<file path="config.mk">
export PLATFORM = sky130hd
export DESIGN_NAME = mem_port_arbiter_flat
export DESIGN_NICKNAME = d
export VERILOG_FILES = /design/src/rtl/mem_port_arbiter_if.sv /design/src/rtl/mem_port_arbiter.sv /design/src/flat_wrapper.sv
export SDC_FILE = /design/constraint.sdc
export NUM_CORES = 1
export LEC_CHECK = 0
export ABC_CLOCK_PERIOD_IN_PS = 10500
export CAP_MARGIN = 20
export CORE_ASPECT_RATIO = 0.8
export CORE_MARGIN = 5
export CORE_UTILIZATION = 45
export CTS_CLUSTER_SIZE = 14
export DETAILED_ROUTE_END_ITERATION = 8
export GPL_TIMING_DRIVEN = 0
export PLACE_DENSITY = 0.89
export SYNTH_ARGS = -nofsm -noshare
export SYNTH_HDL_FRONTEND = slang
export SYNTH_SLANG_ARGS = --single-unit
</file>
<file path="constraint.sdc">
create_clock -name clk -period 10.5 [get_ports clk]
set_input_delay 1.05 -clock clk [delete_from_list [all_inputs] [get_ports clk]]
set_output_delay 1.05 -clock clk [all_outputs]
set_load 0.02 [all_outputs]
</file>
<file path="src/rtl/mem_port_arbiter_if.sv">
// CPU-side and memory-side bundles of the unified-memory port arbiter.
// On the CPU bundle the core is master; on the memory bundle the arbiter is master.
interface mem_port_arbiter_cpu_if #(
  parameter int ADDR_W = 32,
  parameter int DATA_W = 32,
  parameter int MODE_W = 2
);
  logic              ifReq;
  logic [ADDR_W-1:0] ifAddr;
  logic              ifDone;
  logic [DATA_W-1:0] ifData;
  logic              dRead;
  logic              dWrite;
  logic [ADDR_W-1:0] dAddr;
  logic [DATA_W-1:0] dWData;
  logic [MODE_W-1:0] dMode;
  logic              dDone;
  logic [DATA_W-1:0] dRData;
  logic              holdPipe;
  logic              busErr;

  modport master (
    output ifReq, ifAddr, dRead, dWrite, dAddr, dWData, dMode,
    input  ifDone, ifData, dDone, dRData, holdPipe, busErr
  );
  modport slave (
    input  ifReq, ifAddr, dRead, dWrite, dAddr, dWData, dMode,
    output ifDone, ifData, dDone, dRData, holdPipe, busErr
  );
endinterface

interface mem_port_arbiter_mem_if #(
  parameter int ADDR_W = 32,
  parameter int DATA_W = 32,
  parameter int MODE_W = 2
);
  logic              mReq;
  logic              mWe;
  logic [ADDR_W-1:0] mAddr;
  logic [DATA_W-1:0] mWData;
  logic [MODE_W-1:0] mMode;
  logic              mAck;
  logic [DATA_W-1:0] mRData;

  modport master (
    output mReq, mWe, mAddr, mWData, mMode,
    input  mAck, mRData
  );
  modport slave (
    input  mReq, mWe, mAddr, mWData, mMode,
    output mAck, mRData
  );
endinterface

</file>
<file path="src/rtl/mem_port_arbiter.sv">
// Arbitrates the fetch and data ports of the CPU onto one variable-latency memory,
// data first, with a timeout abort and a combinational pipeline hold.
module mem_port_arbiter #(
  parameter int ADDR_W   = 32,
  parameter int DATA_W   = 32,
  parameter int MODE_W   = 2,
  parameter int MAX_WAIT = 15
) (
  input  logic                  clk,
  input  logic                  reset,
  mem_port_arbiter_cpu_if.slave cpu,
  mem_port_arbiter_mem_if.master mem
);

  localparam int WAIT_W = (MAX_WAIT < 2) ? 1 : $clog2(MAX_WAIT + 1);
  localparam logic [WAIT_W-1:0] WAIT_LAST = WAIT_W'(MAX_WAIT - 1);

  typedef enum logic [1:0] {S_IDLE, S_DATA, S_INST} state_t;

  state_t            r_state;
  state_t            w_next;
  logic [WAIT_W-1:0] r_wait;
  logic              r_mWe;
  logic [ADDR_W-1:0] r_mAddr;
  logic [DATA_W-1:0] r_mWData;
  logic [MODE_W-1:0] r_mMode;
  logic              r_dDone;
  logic              r_ifDone;
  logic [DATA_W-1:0] r_dRData;
  logic [DATA_W-1:0] r_ifData;
  logic              r_busErr;

  logic w_dReq, w_dPend, w_ifPend, w_busy, w_tout, w_fin, w_enterD, w_enterI;

  // A requester whose done is pulsing this cycle still holds its request; mask it.
  assign w_dReq   = cpu.dRead | cpu.dWrite;
  assign w_dPend  = w_dReq & ~r_dDone;
  assign w_ifPend = cpu.ifReq & ~r_ifDone;
  assign w_busy   = (r_state != S_IDLE);
  assign w_tout   = w_busy & ~mem.mAck & (r_wait == WAIT_LAST);
  assign w_fin    = w_busy & (mem.mAck | w_tout);
  assign w_enterD = (w_next == S_DATA) & (r_state != S_DATA);
  assign w_enterI = (w_next == S_INST) & (r_state != S_INST);

  always_comb begin
    w_next = r_state;
    unique case (r_state)
      S_IDLE: begin
        if (w_dPend)       w_next = S_DATA;
        else if (w_ifPend) w_next = S_INST;
      end
      S_DATA: if (w_fin) w_next = w_ifPend ? S_INST : S_IDLE;
      S_INST: if (w_fin) w_next = w_dPend ? S_DATA : S_IDLE;
      default: w_next = S_IDLE;
    endcase
  end

  always_ff @(posedge clk or posedge reset) begin
    if (reset) r_state <= S_IDLE;
    else       r_state <= w_next;
  end

  always_ff @(posedge clk or posedge reset) begin
    if (reset) begin
      r_wait   <= '0;
      r_mWe    <= 1'b0;
      r_mAddr  <= '0;
      r_mWData <= '0;
      r_mMode  <= '0;
      r_dDone  <= 1'b0;
      r_ifDone <= 1'b0;
      r_dRData <= '0;
      r_ifData <= '0;
      r_busErr <= 1'b0;
    end else begin
      r_dDone  <= (r_state == S_DATA) & w_fin;
      r_ifDone <= (r_state == S_INST) & w_fin;
      if (w_tout) r_busErr <= 1'b1;

      if (!w_busy || w_fin) r_wait <= '0;
      else                  r_wait <= r_wait + 1'b1;

      if (w_enterD) begin
        r_mAddr  <= cpu.dAddr;
        r_mWData <= cpu.dWData;
        r_mMode  <= cpu.dMode;
        r_mWe    <= cpu.dWrite;
      end else if (w_enterI) begin
        r_mAddr  <= cpu.ifAddr;
        r_mMode  <= '1;
        r_mWe    <= 1'b0;
      end

      if ((r_state == S_DATA) && w_fin) begin
        if (w_tout)      r_dRData <= '0;
        else if (!r_mWe) r_dRData <= mem.mRData;
      end
      if ((r_state == S_INST) && w_fin)
        r_ifData <= w_tout ? '0 : mem.mRData;
    end
  end

  assign mem.mReq   = w_busy;
  assign mem.mWe    = r_mWe;
  assign mem.mAddr  = r_mAddr;
  assign mem.mWData = r_mWData;
  assign mem.mMode  = r_mMode;

  assign cpu.ifDone   = r_ifDone;
  assign cpu.ifData   = r_ifData;
  assign cpu.dDone    = r_dDone;
  assign cpu.dRData   = r_dRData;
  assign cpu.busErr   = r_busErr;
  assign cpu.holdPipe = (w_dReq & ~r_dDone) | (cpu.ifReq & ~r_ifDone);

endmodule

</file>
<file path="src/flat_wrapper.sv">
// flat-port wrapper written by rule: the top's interface ports become plain ports
module mem_port_arbiter_flat 
#(
  parameter int ADDR_W   = 32,
  parameter int DATA_W   = 32,
  parameter int MODE_W   = 2,
  parameter int MAX_WAIT = 15
)
  (clk, reset, cpu_ifReq, cpu_ifAddr, cpu_dRead, cpu_dWrite, cpu_dAddr, cpu_dWData, cpu_dMode, cpu_ifDone, cpu_ifData, cpu_dDone, cpu_dRData, cpu_holdPipe, cpu_busErr, mem_mReq, mem_mWe, mem_mAddr, mem_mWData, mem_mMode, mem_mAck, mem_mRData);
  mem_port_arbiter_cpu_if #(.ADDR_W(ADDR_W), .DATA_W(DATA_W), .MODE_W(MODE_W)) cpu_i ();
  mem_port_arbiter_mem_if #(.ADDR_W(ADDR_W), .DATA_W(DATA_W), .MODE_W(MODE_W)) mem_i ();
  input  logic clk;
  input  logic reset;
  input wire logic [$bits(cpu_i.ifReq)-1:0] cpu_ifReq;
  input wire logic [$bits(cpu_i.ifAddr)-1:0] cpu_ifAddr;
  input wire logic [$bits(cpu_i.dRead)-1:0] cpu_dRead;
  input wire logic [$bits(cpu_i.dWrite)-1:0] cpu_dWrite;
  input wire logic [$bits(cpu_i.dAddr)-1:0] cpu_dAddr;
  input wire logic [$bits(cpu_i.dWData)-1:0] cpu_dWData;
  input wire logic [$bits(cpu_i.dMode)-1:0] cpu_dMode;
  output wire logic [$bits(cpu_i.ifDone)-1:0] cpu_ifDone;
  output wire logic [$bits(cpu_i.ifData)-1:0] cpu_ifData;
  output wire logic [$bits(cpu_i.dDone)-1:0] cpu_dDone;
  output wire logic [$bits(cpu_i.dRData)-1:0] cpu_dRData;
  output wire logic [$bits(cpu_i.holdPipe)-1:0] cpu_holdPipe;
  output wire logic [$bits(cpu_i.busErr)-1:0] cpu_busErr;
  output wire logic [$bits(mem_i.mReq)-1:0] mem_mReq;
  output wire logic [$bits(mem_i.mWe)-1:0] mem_mWe;
  output wire logic [$bits(mem_i.mAddr)-1:0] mem_mAddr;
  output wire logic [$bits(mem_i.mWData)-1:0] mem_mWData;
  output wire logic [$bits(mem_i.mMode)-1:0] mem_mMode;
  input wire logic [$bits(mem_i.mAck)-1:0] mem_mAck;
  input wire logic [$bits(mem_i.mRData)-1:0] mem_mRData;
  assign cpu_i.ifReq = cpu_ifReq;
  assign cpu_i.ifAddr = cpu_ifAddr;
  assign cpu_i.dRead = cpu_dRead;
  assign cpu_i.dWrite = cpu_dWrite;
  assign cpu_i.dAddr = cpu_dAddr;
  assign cpu_i.dWData = cpu_dWData;
  assign cpu_i.dMode = cpu_dMode;
  assign cpu_ifDone = cpu_i.ifDone;
  assign cpu_ifData = cpu_i.ifData;
  assign cpu_dDone = cpu_i.dDone;
  assign cpu_dRData = cpu_i.dRData;
  assign cpu_holdPipe = cpu_i.holdPipe;
  assign cpu_busErr = cpu_i.busErr;
  assign mem_mReq = mem_i.mReq;
  assign mem_mWe = mem_i.mWe;
  assign mem_mAddr = mem_i.mAddr;
  assign mem_mWData = mem_i.mWData;
  assign mem_mMode = mem_i.mMode;
  assign mem_i.mAck = mem_mAck;
  assign mem_i.mRData = mem_mRData;
  mem_port_arbiter #(.ADDR_W(ADDR_W), .DATA_W(DATA_W), .MODE_W(MODE_W), .MAX_WAIT(MAX_WAIT)) u_core (.clk(clk), .reset(reset), .cpu(cpu_i), .mem(mem_i));
endmodule
</file>
Word level (Yosys, flattened, before mapping)

Index checks and enable logic that the tools add are counted.

Bits in registers: 140
Input bits: 136
Logic and storage cells: 60

Add/subtract/negate cells: 1
Equal/unequal tests: 8
Multiplexer cells: 17
Bitwise logic cells: 15
Reduce and logical (&&, ||, !) cells: 8

Operators by type and width:

| operator                                            | number |
|---|---|
| 2-to-1 mux 32 bit                                   | 5 |
| 2-to-1 mux 2 bit                                    | 7 |
| bitwise AND 1 bit                                   | 9 |
| case mux 2 bit (3 select lines)                     | 1 |
| adder 4 x 1 -> 4 bit, second input constant         | 1 |
| equality test 2 x 1 -> 1 bit, second input constant | 2 |
| equality test 2 bit, second input constant          | 2 |
| equality test 4 bit, second input constant          | 1 |
| 2-to-1 mux 4 bit                                    | 1 |
| != test 2 bit, second input constant                | 2 |
| nonzero test 2 bit                                  | 2 |
| 2-to-1 mux 1 bit                                    | 3 |
| inverter 1 bit                                      | 3 |
| bitwise OR 1 bit                                    | 3 |
| logical AND 1 bit                                   | 2 |
| logical NOT 2 bit                                   | 1 |
| != test 2 x 1 -> 1 bit, second input constant       | 1 |
| AND reduction 2 bit                                 | 1 |
| logical NOT 1 bit                                   | 1 |
| logical OR 1 bit                                    | 1 |

Longest topological paths before layout

Gate-level depths: netlist of the first run.

Depth after elaboration: 11
Gate-level depth with buffers: 8
Gate-level depth less buffers: 6

Worst setup path after synthesis of the first run

OpenSTA, ideal clock, no wires.

Kind: input-to-output
From: input cpu_dWrite
To: output cpu_holdPipe
Arrival: 1.621 ns
Setup slack: 7.829 ns
Stages on the path: 2
Path buffers: 0
Cells stage by stage: o21bai_1 o21ai_0

Word-level cells in the longest chain between the ends: 3

RTL lines:

| item              | RTL line                | RTL |
|---|---|---|
| start, declared   | flat_wrapper.sv:17      | `input wire logic [$bits(cpu_i.dWrite)-1:0] cpu_dWrite;` |
| bitwise OR 1 bit  | mem_port_arbiter.sv:36  | `assign w_dReq = cpu.dRead \| cpu.dWrite;` |
| bitwise AND 1 bit | mem_port_arbiter.sv:114 | `assign cpu.holdPipe = (w_dReq & ~r_dDone) \| (cpu.ifReq & ~r_ifDone);` |
| bitwise OR 1 bit  | mem_port_arbiter.sv:114 |  |
| end, declared     | flat_wrapper.sv:25      | `output wire logic [$bits(cpu_i.holdPipe)-1:0] cpu_holdPipe;` |

No other way between the ends.

Worst setup path after layout of the first run

Same ends and word-level chain as after synthesis.

==> metrics.md, run 1 <==
| Metric | Value |
|---|---|
| Clk_lat worst skew | `0.40 ns` |
| CP Data Arrival Time | `2.54 ns` |
| Endpoint class of the critical path | `output port` |
| Slew @ Worst Pin | `0.515 ns` |
| Pwr dens | `327 nW/um^2` |
| Cell variety after synth | `36` |
| Drt drc | `0` |
| Via count | `5310` |
| Largest net degree at the start of global routing | `99` |
| WL/cell | `17.7 microns` |
| Initial DRC Count | `161` |
| Post-synth top area share | `58.2%` |
| ANT nets after route | `0` |
| Fmax | `278 MHz` |
| Commonest non-fill, non-tap cells in the layout | `clkdlybuf4s50_1 (271), dfrtp_1 (140), nand2_1 (101)` |
| Worst reg-to-reg setup slack | `8.42 ns` |
| Hold Path End | `u_core.mem.mWData[9]` |
| CTS tree | `yes` |
| Mean Syn Cell Area | `11.0 sq um` |
| Vias per cell | `5.16` |
| Yosys warning count | `0` |
| GRT Resource Usage Total | `22.7%` |
| Clk sink count | `140` |
| Most common cell after layout, fill and taps aside | `clkdlybuf4s50_1` |
| Hold_sp | `u_core.mem.mWData[9]` |
| Die span in y | `113 microns` |
| CTS max path bufs | `2` |
| Count of final hold-check violations | `0` |
| Worst endpoint required time | `9.45 ns` |
| Initial Util | `46.3%` |
| Max-cap violations | `0` |
| Ports | `272` |
| Final nets | `979` |
| Syn_nets | `688` |
| Syn-to-layout area delta | `58.4%` |
| Total power | `3120 uW` |
| Cells on worst reg2reg path | `7` |
| Footprint of the multi-input gates | `2260 sq um` |
| Crit Path Category | `primary input to output port` |
| Max Slew Vio Count | `0` |
| Vias in the first global route | `5646` |
| Port buffer count | `271` |
| XOR/XNOR Fraction of Synth Area | `0.291%` |
| Cells after Synth | `550` |
| Final setup viols | `0` |
| Fraction of layout cells with a size suffix above 1 | `15.1%` |
| Hold/Removal Path Class | `register to register` |
| RR Endpoint | `u_core.mem.mAddr[15]` |
| Sequential cell area | `3500 sq um` |
| Hold slack | `0.475 ns` |
| First-pass GRT wire length | `29000 microns` |
| Fillcell total | `966` |
| CP max FO | `5` |
| Post-CTS Setup Bufs | `0` |
| Post-CTS resize count | `0` |
| Sequential area share after synthesis | `58.2%` |
| Mux contribution to synthesized area | `11.8%` |
| Post-Synth Simple-Gate Area | `13.0%` |
| VDD IR-drop max | `0.169 mV` |
| GP Congestion | `0.843` |
| Total CTS buffers | `17` |
| Total core area | `13000 sq um` |
| Largest area contributor in the netlist | `dfrtp_1` |
| Gr ovfl total | `0` |
| Fin Setup TNS | `0 ns` |
| DP HPWL | `13700 microns` |
| Hold Path Cell Cnt | `2` |
| Clock Skews | `0.0102 ns` |
| Die area | `15800 sq um` |
| Crit path launch type | `primary input` |
| Initial antenna violation count | `0` |
| Yosys reg bits | `140` |
| H-tree levels | `4` |
| Main combinational cell family by area after synthesis | `simple AND/OR/NAND/NOR gates` |
| # rows | `37` |
| Pre-CTS setup slack | `6.92 ns` |
| Antenna Cells | `0` |
| Die W | `139 microns` |
| RSZ-0062 raised after global routing | `no` |
| Ranking of synthesized cells by area | `dfrtp_1 (58%), mux2_2 (12%), nand2_1 (6.3%)` |
| Post-route setup slack | `6.91 ns` |
| CTS Root Cell | `clkbuf_16` |
| Status | `finished, final reports clean` |
| Crit path time final | `3.59 ns` |
| Synth Area in Adders | `0.415%` |
| Routed Wire Length | `18200 microns` |
| Lkg Pwr | `0.00407 uW` |
| Synth Area in Compound Gates | `12.1%` |
| R2R Path Start | `u_core.r_wait[0]` |
| Relative slew slack | `65.4%` |
| Clock-pin slew on the worst setup and hold paths | `0.06 ns` |
| Tcrit/Tclk final | `34.2%` |
| Post-Syn Area | `6020 sq um` |
| CTS Hold Bufs | `0` |
| Post-layout util | `73.3%` |
| DR pass1 iterations | `4` |
-- state kept, by name (all words and copies together) (netlist names) --
name,cells
u_core.cpu.ifData,32
u_core.mem.mMode,2
u_core.mem.mWData,32
u_core.r_wait,4
u_core.cpu.dRData,32
u_core.mem.mWe,1
u_core.cpu.dDone,1
u_core.r_state,2
u_core.cpu.ifDone,1
u_core.mem.mAddr,32
u_core.cpu.busErr,1
-- final cells by class --
cell class	instances	share of cell area (%)
multi-input combinational	359	23.7
clock buffer	19	4.54
timing repair buffer	272	28.7
sequential	140	36.7
inverter	9	0.407
buffer	42	2.35
tap	175	2.30
clock inverter	13	1.26
-- through the flow --
step	std cells	area (sq um)
2_1_floorplan	550	6020
3_3_place_gp	996	8950
3_5_place_dp	997	8990
4_1_cts	1029	9540
5_1_grt	1029	9540
6_report	1029	9540
-- where the power goes --
part           total, uW  switching, uW  internal, uW  leakage [uW]
clock                557            230           327      0.000252
combinational       1620            853           767       0.00215
sequential           944            136           808       0.00167
total               3120           1220          1900       0.00407
-- worst max-delay path by stage --
| stage | from | slack, ns | end |
|---|---|---|---|
| floorplan | reset | 5.70 | u_core.cpu.busErr |
| global placement | reset | 3.76 | u_core.mem.mAddr[25] |
| detailed placement | cpu_dWrite | 6.92 | cpu_holdPipe |
| CTS | cpu_dWrite | 6.91 | cpu_holdPipe |
| global route | cpu_dWrite | 6.84 | cpu_holdPipe |
| finish | cpu_dWrite | 6.91 | cpu_holdPipe |
-- cells by family after synthesis --
logic type / Yosys count
AO/OA/AOI/OAI: 113
XOR/XNOR: 2
AND/OR/NAND/NOR: 179
flip-flops: 140
buffers and inverters: 51
multiplexers: 63
adder cells (fa/ha/maj): 2
-- cell usage after synthesis (all sizes together) --
| cell type | number |
|---|---|
| nand2 | 101 |
| a211o | 2 |
| mux2 | 62 |
| a22oi | 1 |
| or2 | 1 |
| nand3 | 2 |
| a2bb2oi | 1 |
| o21ai | 38 |
| buf | 25 |
| nor2b | 1 |
| a21oi | 33 |
| xnor2 | 1 |
| ha | 2 |
| o21bai | 1 |
| nor3 | 1 |
| a31oi | 1 |
| inv | 9 |
| dfrtp | 140 |
| clkbuf | 17 |
| a21boi | 1 |
| xor2 | 1 |
| nor3b | 1 |
| o22a | 2 |
| a41oi | 32 |
| a211oi | 1 |
| and2 | 32 |
| nand2b | 1 |
| nor2 | 38 |
| mux2i | 1 |
| or3 | 1 |
-- layer usage --
metal | global-route usage [%] | vias up | share of wire [%]
met5 | 0 | - | 0
met4 | 7.69 | 0 | 2.1
met3 | 8.51 | 26 | 8.6
met2 | 38.5 | 215 | 49
met1 | 26.9 | 2591 | 40
li1 | - | 2478 | -
-- worst max-delay path, cell delays in order --
cell             delay, ns
clkdlybuf4s50_1       0.43
o21bai_1              0.33
o21ai_0               0.15
clkdlybuf4s50_1       0.58
(Power assumes the default switching activity.)
==> run 2: changes to the inputs <==
--- a/config.mk
+++ b/config.mk
@@ -5,15 +5,15 @@
 export SDC_FILE = /design/constraint.sdc
 export NUM_CORES = 1
 export LEC_CHECK = 0
-export ABC_CLOCK_PERIOD_IN_PS = 10500
+export ABC_CLOCK_PERIOD_IN_PS = 3600
 export CAP_MARGIN = 20
 export CORE_ASPECT_RATIO = 0.8
 export CORE_MARGIN = 5
-export CORE_UTILIZATION = 45
+export CORE_UTILIZATION = 42
 export CTS_CLUSTER_SIZE = 14
 export DETAILED_ROUTE_END_ITERATION = 8
 export GPL_TIMING_DRIVEN = 0
-export PLACE_DENSITY = 0.89
+export PLACE_DENSITY = 0.84
 export SYNTH_ARGS = -nofsm -noshare
 export SYNTH_HDL_FRONTEND = slang
 export SYNTH_SLANG_ARGS = --single-unit
==> constraint.sdc (replaced) <==
create_clock -name clk -period 3.6 [get_ports clk]
set_input_delay 0.36 -clock clk [delete_from_list [all_inputs] [get_ports clk]]
set_output_delay 0.36 -clock clk [all_outputs]
set_load 0.02 [all_outputs]
==> metrics.md, run 2 (synthesis results as in run 1) <==
| Metric | Value |
|---|---|
| Status | `finished, final reports clean` |
| Fraction of layout cells with a size suffix above 1 | `15.5% (+0.43 points)` |
| H-tree levels | `4 (unchanged)` |
| Largest net degree at the start of global routing | `41 (-59%)` |
| # rows | `39 (+5.4%)` |
| First-pass GRT wire length | `28200 microns (-2.6%)` |
| Commonest non-fill, non-tap cells in the layout | `clkdlybuf4s50_1 (271), dfrtp_1 (140), nand2_1 (101)` |
| Drt drc | `0 (unchanged)` |
| Total core area | `14200 sq um (+8.8%)` |
| RSZ-0062 raised after global routing | `no` |
| Count of final hold-check violations | `0 (unchanged)` |
| CP peak stage delay | `0.58 ns (about the same)` |
| Most frequent CP cell | `clkdlybuf4s50_1` |
| Port buffer count | `271 (unchanged)` |
| Tcrit/Tclk final | `61.2%` |
| CTS Root Cell | `clkbuf_16` |
| GRT Resource Usage Total | `21.5% (-1.2 points)` |
| Ports | `272 (unchanged)` |
| Fin Setup TNS | `0 ns (unchanged)` |
| Via count | `5253 (-1.1%)` |
| Pre-CTS setup slack | `1.33 ns (-5.59 ns)` |
| CTS tree | `yes` |
| Initial antenna violation count | `0 (unchanged)` |
| DP HPWL | `13400 microns (-2.0%)` |
| Syn-to-layout area delta | `59.7%` |
| CP max FO | `5 (unchanged)` |
| Relative slew slack | `55.1% (-10 points)` |
| WL/cell | `17.5 microns (-0.92%)` |
| Clk sink count | `140 (unchanged)` |
| Die area | `16900 sq um (+6.6%)` |
| Most common cell after layout, fill and taps aside | `clkdlybuf4s50_1` |
| Clock-pin slew on the worst setup and hold paths | `0.06 ns (about the same)` |
| Post-CTS Setup Bufs | `0 (unchanged)` |
| Final setup viols | `0 (unchanged)` |
| Total CTS buffers | `17 (unchanged)` |
| GP Congestion | `0.822 (-2.5%)` |
| Slew @ Worst Pin | `0.672 ns (+0.157 ns)` |
| Pwr dens | `956 nW/um^2 (+190%)` |
| Crit-path slowest cell | `clkdlybuf4s50_1` |
| Crit path launch type | `primary input` |
| Initial DRC Count | `170 (+5.6%)` |
| Die W | `144 microns (+3.3%)` |
| CTS Hold Bufs | `0 (unchanged)` |
| Placed Cells | `1008 (+1.1%)` |
| Endpoint class of the critical path | `output port` |
| VDD IR-drop max | `0.514 mV (+200%)` |
| CP Data Arrival Time | `1.84 ns (-0.70 ns)` |
| DR pass1 iterations | `6 (+2)` |
| Post-CTS resize count | `0 (unchanged)` |
| Initial Util | `42.6% (-3.7 points)` |
| Final nets | `981 (+0.20%)` |
| Post-route setup slack | `1.40 ns (-5.51 ns)` |
| Vias per cell | `5.05 (-2.1%)` |
| Crit path time final | `2.20 ns` |
| CTS max path bufs | `2 (unchanged)` |
| Vias in the first global route | `5400 (-4.4%)` |
| Crit Path Category | `primary input to output port` |
| Die span in y | `117 microns (+3.2%)` |
| Max-cap violations | `0 (unchanged)` |
| Total power | `9190 uW (+190%)` |
| Max Slew Vio Count | `0 (unchanged)` |
| Routed Wire Length | `18200 microns (+0.14%)` |
| Clk_lat worst skew | `0.41 ns (about the same)` |
| Cell Count, Final, Fillers Out | `1040 (+1.1%)` |
| Hold/Removal Path Class | `primary input to async pin` |
| Fmax | `454 MHz` |
| CP delay by family, top | `buffers and inverters` |
| Gr ovfl total | `0 (unchanged)` |
| Clock Skews | `0.0110 ns (+0.000797 ns)` |
| Cell Chain, Critical Path | `clkdlybuf4s50_1, o21bai_1, o21ai_0, clkdlybuf4s50_1` |
| Worst endpoint required time | `3.24 ns (-6.21 ns)` |
| ANT nets after route | `0 (unchanged)` |
| Worst Path Buf+Inv | `2 (unchanged)` |
| Design area | `9620 sq um (+0.81%)` |
| Antenna Cells | `0 (unchanged)` |
| Placed inst area | `9030 sq um (+0.47%)` |
| Lkg Pwr | `0.00412 uW (+1.3%)` |
[run 2: changes by cell type in the layout (fill, tap and decap cells not counted), moves of 2 or more]
cell | previous run | this run
buf_12 | 0 | 3
inv_6 | 3 | 5
clkbuf_1 | 16 | 14
clkinvlp_4 | 6 | 1
clkinv_4 | 2 | 5
[run 2: stage by stage]
stage                     hold WS, ns  utilization [%]
final                           0.396             68.0
after CTS                       0.397             68.0
after detailed placement        0.456             63.8
after floorplan                 0.452                -
after global routing            0.452             68.0
after global placement          0.449             63.4
[run 2: where the power goes]
part	total [uW]	switching (uW)	internal, uW
clock	1740	707	1030
sequential	2730	379	2360
combinational	4720	2480	2240
total	9190	3570	5630
[run 2: final timing paths]
| check | slack (ns) | cells past startpoint | from | endpoint |
|---|---|---|---|---|
| worst max-delay path | 1.40 | 4 | cpu_dWrite | cpu_holdPipe |
| worst min-delay path | 0.40 | 2 | reset | u_core.mem.mWData[21] |
| worst max register to register | 1.49 | 7 | u_core.r_wait[0] | u_core.mem.mAddr[26] |
| worst min register to register | 0.47 | 2 | u_core.mem.mWData[25] | u_core.mem.mWData[25] |
| max in group asynchronous | 2.32 | 4 | reset | u_core.cpu.ifData[4] |
| min in group clk | 0.47 | 2 | u_core.mem.mWData[25] | u_core.mem.mWData[25] |
[run 2: area by class of cell]
cell class	count	area (sq um)
timing repair buffer	274	2770
fill	1074	4530
inverter	9	37.5
tap	184	230
clock buffer	17	425
sequential	140	3500
multi-input combinational	359	2260
buffer	42	224
clock inverter	15	163
[run 2: layer usage]
metal  global-route usage (%)  vias up  part of all wire, %
li1                         -     2488                    -
met3                     9.06       30                  9.7
met2                     34.0      214                   47
met4                     7.90        0                  2.4
met1                     26.6     2521                   41
met5                        0        -                    0
[run 2: worst register-to-register path, stage by stage, from the launching register on]
cell      delay [ns]
dfrtp_1         0.38
inv_1           0.06
ha_1            0.23
a31oi_2         0.39
nand2_1         0.24
clkbuf_1        0.28
a41oi_1         0.31
a21oi_1         0.11
